**src/rtl/serial_frame_rx.sv**
```systemverilog
// Serial LSB-first 8-bit frame receiver with an 8-entry show-ahead FIFO.
// Define THERM_CHECK_EN to build the thermometer-code check on therm_err.
module serial_frame_rx #(
  parameter int DEPTH = 8,
  parameter int PTR_W = 3
) (
  input  logic       clock,
  input  logic       reset,
  input  logic       en,
  input  logic       din,
  output logic [2:0] bit_count,
  output logic       frame_valid,
  output logic [7:0] frame_data,
  input  logic       rd_en,
  output logic [7:0] rd_data,
  output logic       empty,
  output logic       full,
  output logic       overflow,
  output logic       therm_err
);

  typedef enum logic {
    IDLE,
    CAPTURE
  } state_e;

  localparam logic [PTR_W:0] CNT_FULL = (PTR_W+1)'(DEPTH);

  state_e state_q, state_d;

  logic       sample;
  logic [2:0] idx;
  logic       done;
  logic [7:0] byte_w;

  logic [6:0] shift_q, shift_d;
  logic [2:0] bit_count_q, bit_count_d;
  logic       frame_valid_q, frame_valid_d;
  logic [7:0] frame_data_q, frame_data_d;

  logic [7:0]     mem_q [DEPTH];
  logic [7:0]     mem_d [DEPTH];
  logic [PTR_W-1:0] wptr_q, wptr_d;
  logic [PTR_W-1:0] rptr_q, rptr_d;
  logic [PTR_W:0]   count_q, count_d;
  logic             overflow_q, overflow_d;

  logic empty_w, full_w, pop, push_ok, drop;

  always_ff @(posedge clock) begin
    if (reset) state_q <= IDLE;
    else       state_q <= state_d;
  end

  always_comb begin
    state_d = state_q;
    unique case (state_q)
      IDLE:    if (en)  state_d = CAPTURE;
      CAPTURE: if (!en) state_d = IDLE;
    endcase
  end

  always_comb begin
    sample = 1'b0;
    idx    = 3'd0;
    unique case (state_q)
      IDLE: begin
        sample = en;
        idx    = 3'd0;
      end
      CAPTURE: begin
        sample = en;
        idx    = bit_count_q;
      end
    endcase
  end

  // Bit 7 never lands in the shift register; it goes straight into the byte.
  always_comb begin
    byte_w      = {din, shift_q};
    done        = 1'b0;
    shift_d     = '0;
    bit_count_d = '0;
    if (sample) begin
      done        = (idx == 3'd7);
      shift_d     = done ? 7'd0 : (shift_q | (7'(din) << idx));
      bit_count_d = idx + 3'd1;
    end
  end

  always_comb begin
    frame_valid_d = done;
    frame_data_d  = done ? byte_w : frame_data_q;
  end

  always_comb begin
    empty_w = (count_q == '0);
    full_w  = (count_q == CNT_FULL);
    pop     = rd_en & ~empty_w;
    push_ok = done & (~full_w | pop);
    drop    = done & full_w & ~pop;
  end

  always_comb begin
    mem_d = mem_q;
    if (push_ok) mem_d[wptr_q] = byte_w;
    wptr_d     = wptr_q + PTR_W'(push_ok);
    rptr_d     = rptr_q + PTR_W'(pop);
    count_d    = count_q + (PTR_W+1)'(push_ok) - (PTR_W+1)'(pop);
    overflow_d = overflow_q | drop;
  end

  always_ff @(posedge clock) begin
    if (reset) begin
      shift_q       <= '0;
      bit_count_q   <= '0;
      frame_valid_q <= 1'b0;
      frame_data_q  <= '0;
      mem_q         <= '{default: '0};
      wptr_q        <= '0;
      rptr_q        <= '0;
      count_q       <= '0;
      overflow_q    <= 1'b0;
    end else begin
      shift_q       <= shift_d;
      bit_count_q   <= bit_count_d;
      frame_valid_q <= frame_valid_d;
      frame_data_q  <= frame_data_d;
      mem_q         <= mem_d;
      wptr_q        <= wptr_d;
      rptr_q        <= rptr_d;
      count_q       <= count_d;
      overflow_q    <= overflow_d;
    end
  end

`ifdef THERM_CHECK_EN
  logic therm_ok;
  logic therm_err_q, therm_err_d;

  // Valid codes are 2^n-1: nonzero with no zero bit below the top set bit.
  always_comb begin
    therm_ok    = (byte_w != 8'h00) &&
                  ((byte_w & (byte_w + 8'h01)) == 8'h00);
    therm_err_d = done & ~therm_ok;
  end

  always_ff @(posedge clock) begin
    if (reset) therm_err_q <= 1'b0;
    else       therm_err_q <= therm_err_d;
  end

  assign therm_err = therm_err_q;
`else
  assign therm_err = 1'b0;
`endif

  assign bit_count   = bit_count_q;
  assign frame_valid = frame_valid_q;
  assign frame_data  = frame_data_q;
  assign rd_data     = empty_w ? 8'h00 : mem_q[rptr_q];
  assign empty       = empty_w;
  assign full        = full_w;
  assign overflow    = overflow_q;

endmodule

```
**config.mk**
```make
export PLATFORM = sky130hd
export DESIGN_NAME = serial_frame_rx
export DESIGN_NICKNAME = d
export VERILOG_FILES = /design/src/rtl/serial_frame_rx.sv
export SDC_FILE = /design/constraint.sdc
export NUM_CORES = 1
export LEC_CHECK = 0
export BUFFER_PORTS_ARGS = -buffer_cell sky130_fd_sc_hd__buf_2
export CAP_MARGIN = 25
export CORE_ASPECT_RATIO = 1.5
export CORE_MARGIN = 10
export CORE_UTILIZATION = 55
export DETAILED_ROUTE_END_ITERATION = 10
export GPL_ROUTABILITY_DRIVEN = 0
export PLACE_DENSITY = 0.82
export SYNTH_ARGS = -nofsm -noshare
export SYNTH_HDL_FRONTEND = slang
export SYNTH_SLANG_ARGS = --single-unit
```
**constraint.sdc**
```tcl
create_clock -name clock -period 3.2 [get_ports clock]
set_clock_uncertainty 0.15 [all_clocks]
set_input_delay 0.16 -clock clock [delete_from_list [all_inputs] [get_ports clock]]
set_output_delay 0.16 -clock clock [all_outputs]
set_load 0.005 [all_outputs]
```
==> impl_metrics.json <==
{
  "slowest_stage": "dfxtp_1",
  "min_path_type": "in -> reg",
  "die_area_sq_um": 12000,
  "wl_met1_mm": 3.77,
  "slowest_delay_ns": 0.37,
  "cts_num_sinks": 95,
  "min_period_ns": 2.90,
  "end_kind": "flip-flop",
  "synth_area_per_cell_sq_um": 11.0,
  "synthesis.area_sq_um": 4390,
  "num_vias": 2934,
  "topRoutingLayerUsed": "met4",
  "drt_iter0_drc": 224,
  "worstPathArrival_ns": 2.98,
  "met3_wirelength_um": 302,
  "clk_pin_slew_worst_paths_ns": 0.06,
  "status": "finished clean",
  "synth_top_cell_area_share_pct": 43.3,
  "cp_num_buf_inv": 1,
  "syn_to_final_growth_pct": 12.3,
  "die_h_um": 129,
  "synth_cells": 401,
  "yosys-top-cells-area": "dfxtp_1, mux2i_1, nand2b_1, mux4_2, ha_1",
  "peakVddDrop_v": 0.000545,
  "tns_ns": 0,
  "grt_pass1_wl_mm": 15.4,
  "grt_start_max_net_pins": 60,
  "seqCellArea_sq_um": 1900,
  "viasPerCell": 5.58,
  "nets": 437,
  "yosysSeqAreaShare_pct": 43.3,
  "io_pins": 29,
  "fp.dieW_um": 93.0,
  "fin_ws_ns": 0.303,
  "cts.path.max_buffers": 2,
  "place_worst_setup_slack_ns": 0.321,
  "drc": 0,
  "synth_top_cell_by_area": "dfxtp_1",
  "fillCellCount": 625,
  "hold_violations": 0,
  "final_antenna_net_count": 0,
  "wire_per_inst_um": 17.7,
  "crit_path_cell_trace": "and2_1, ha_1, ha_1, and2_1, o21ai_0, ha_1, inv_1, ha_1, a21o_1, a21oi_1, mux2_2",
  "post_cts_buffers": 0,
  "core_area_sq_um": 7710,
  "worst_slew_margin_rel_pct": 45.7,
  "htree_levels": 3,
  "total_power_uw": 2960,
  "cp-start-kind": "flip-flop",
  "cts_made_buffers": 9,
  "grt_usage_pct": 16.2,
  "max_cap_violations": 0,
  "layout-drive-gt1-share_pct": 17.9,
  "wl_met2_mm": 4.89,
  "synth-seq-cells": 95,
  "rows": 39,
  "grt_pass1_vias": 3165,
  "path_common_cell": "ha_1",
  "synth_warnings": 0,
  "setup_viol": 0,
  "final_common_cell": "dfxtp_1",
  "syn_nets": 419,
  "num_antenna_cells": 0,
  "cts_tree": "done",
  "worst_slew_pin_slew_ns": 0.812,
  "clk_latency_ns": 0.34,
  "cts_root_buf": "clkbuf_16",
  "initial_core_util_pct": 57.0,
  "worst-r2r-setup-slack_ns": 0.30,
  "dr.pass1.iters": 4,
  "period_share_pct": 90.5,
  "crit_fanout": 8,
  "multi_input_area_sq_um": 2320,
  "gr-total-overflow": 0,
  "p_leak_uw": 0.00226,
  "hpwl_mm": 6.52,
  "slew_viol_final": 0,
  "antenna_found_initial": 0,
  "cp_top_family": "adder cells",
  "cp.required_ns": 3.28,
  "wirelength_mm": 9.30,
  "power_density_nw_per_um2": 600,
  "synth_cell_types": 35,
  "rsz0062_at_grt": "false",
  "layout_common_cells": "dfxtp_1, nand2b_1, mux2i_1, buf_2, nand2_1",
  "portBuffers": 27,
  "crit_type": "reg -> reg",
  "max_freq_ghz": 0.345
}
==> registers in the layout, summed over array words and instances, names as in the netlist <==
register	flops
mem_q	64
frame_data	8
shift_q	7
count_q	4
bit_count	3
rptr_q	3
wptr_q	3
frame_valid	1
overflow	1
state_q	1
==> cell families after synthesis <==
family / Yosys count / synth area share (%)
buf+inv: 39 / 3.85
compound gates: 38 / 7.72
fa+ha+maj: 13 / 3.87
flops: 95 / 43.3
xor+xnor: 3 / 0.598
other cells: 1 / 0.0854
simple gates: 131 / 17.5
mux: 81 / 23.0
==> Yosys cell counts <==
master,count
a31oi_1,3
nor2_1,14
nor2b_1,11
mux2_2,1
buf_1,8
and4_1,1
clkbuf_1,9
o211a_1,2
clkinv_1,1
o211ai_4,4
buf_6,1
and4bb_2,1
a41oi_1,2
a21oi_1,12
mux2i_1,64
a21o_1,1
fa_1,1
and4b_1,4
mux4_2,16
inv_1,10
or3b_4,1
buf_2,9
nand2_1,18
buf_4,1
and2_1,6
a22o_1,8
o21ai_0,2
xor2_1,1
ha_1,12
dfxtp_1,95
xnor2_1,2
o211ai_2,4
conb_1,1
nor3b_1,1
nand2b_1,74
==> where the power goes <==
part           internal, uW  switching (uW)
combinational           215             288
clock                   770             425
sequential             1220            42.3
total                  2200             756
==> path summary, 6_finish.rpt <==
| path | start | cells past startpoint | to |
|---|---|---|---|
| max | state_q$_SDFF_PP0_ | 11 | count_q[3]$_SDFF_PP0_ |
| min | rd_en | 4 | overflow$_SDFF_PP0_ |
| max reg2reg | state_q$_SDFF_PP0_ | 11 | count_q[3]$_SDFF_PP0_ |
| min reg2reg | frame_data[4]$_SDFFE_PP0P_ | 2 | frame_data[4]$_SDFFE_PP0P_ |
==> final cells by class <==
cell class / instances / area share, %
multi-input combinational: 267 / 47.0
sequential: 95 / 38.5
clock buffer: 14 / 5.76
timing repair buffer: 35 / 4.01
tap: 102 / 2.59
clock inverter: 2 / 1.22
inverter: 11 / 0.837
==> through the flow <==
stage	instances	hold slack, ns	area (sq um)	utilization [%]
2_1_floorplan	401	0.146	4390	-
3_3_place_gp	509	0.290	4580	59.4
3_5_place_dp	509	0.303	4580	59.4
5_1_grt	526	0.0793	4930	64.0
4_1_cts	526	0.0626	4930	64.0
6_report	526	0.0687	4930	64.0
==> per-layer routing <==
layer / up-vias / GRT usage [%]
li1: 1418 / -
met1: 1440 / 17.3
met2: 55 / 28.8
met3: 21 / 3.29
met4: 0 / 9.38
met5: - / 0
==> tightest hold or removal path, delay by kind of cell <==
family	cells	cell delay (ns)
and+or+nand+nor	2	0.16
buffers and inverters	1	0.12
AOI/OAI and AO/OA	1	0.09
==> what timing repair did <==
action | CTS | global route
gates resized for setup | 0 | 0
hold buffers | 1 | 0
hold endpoints to repair | 1 | 0
No activity file was read; power rests on OpenSTA's default activity.
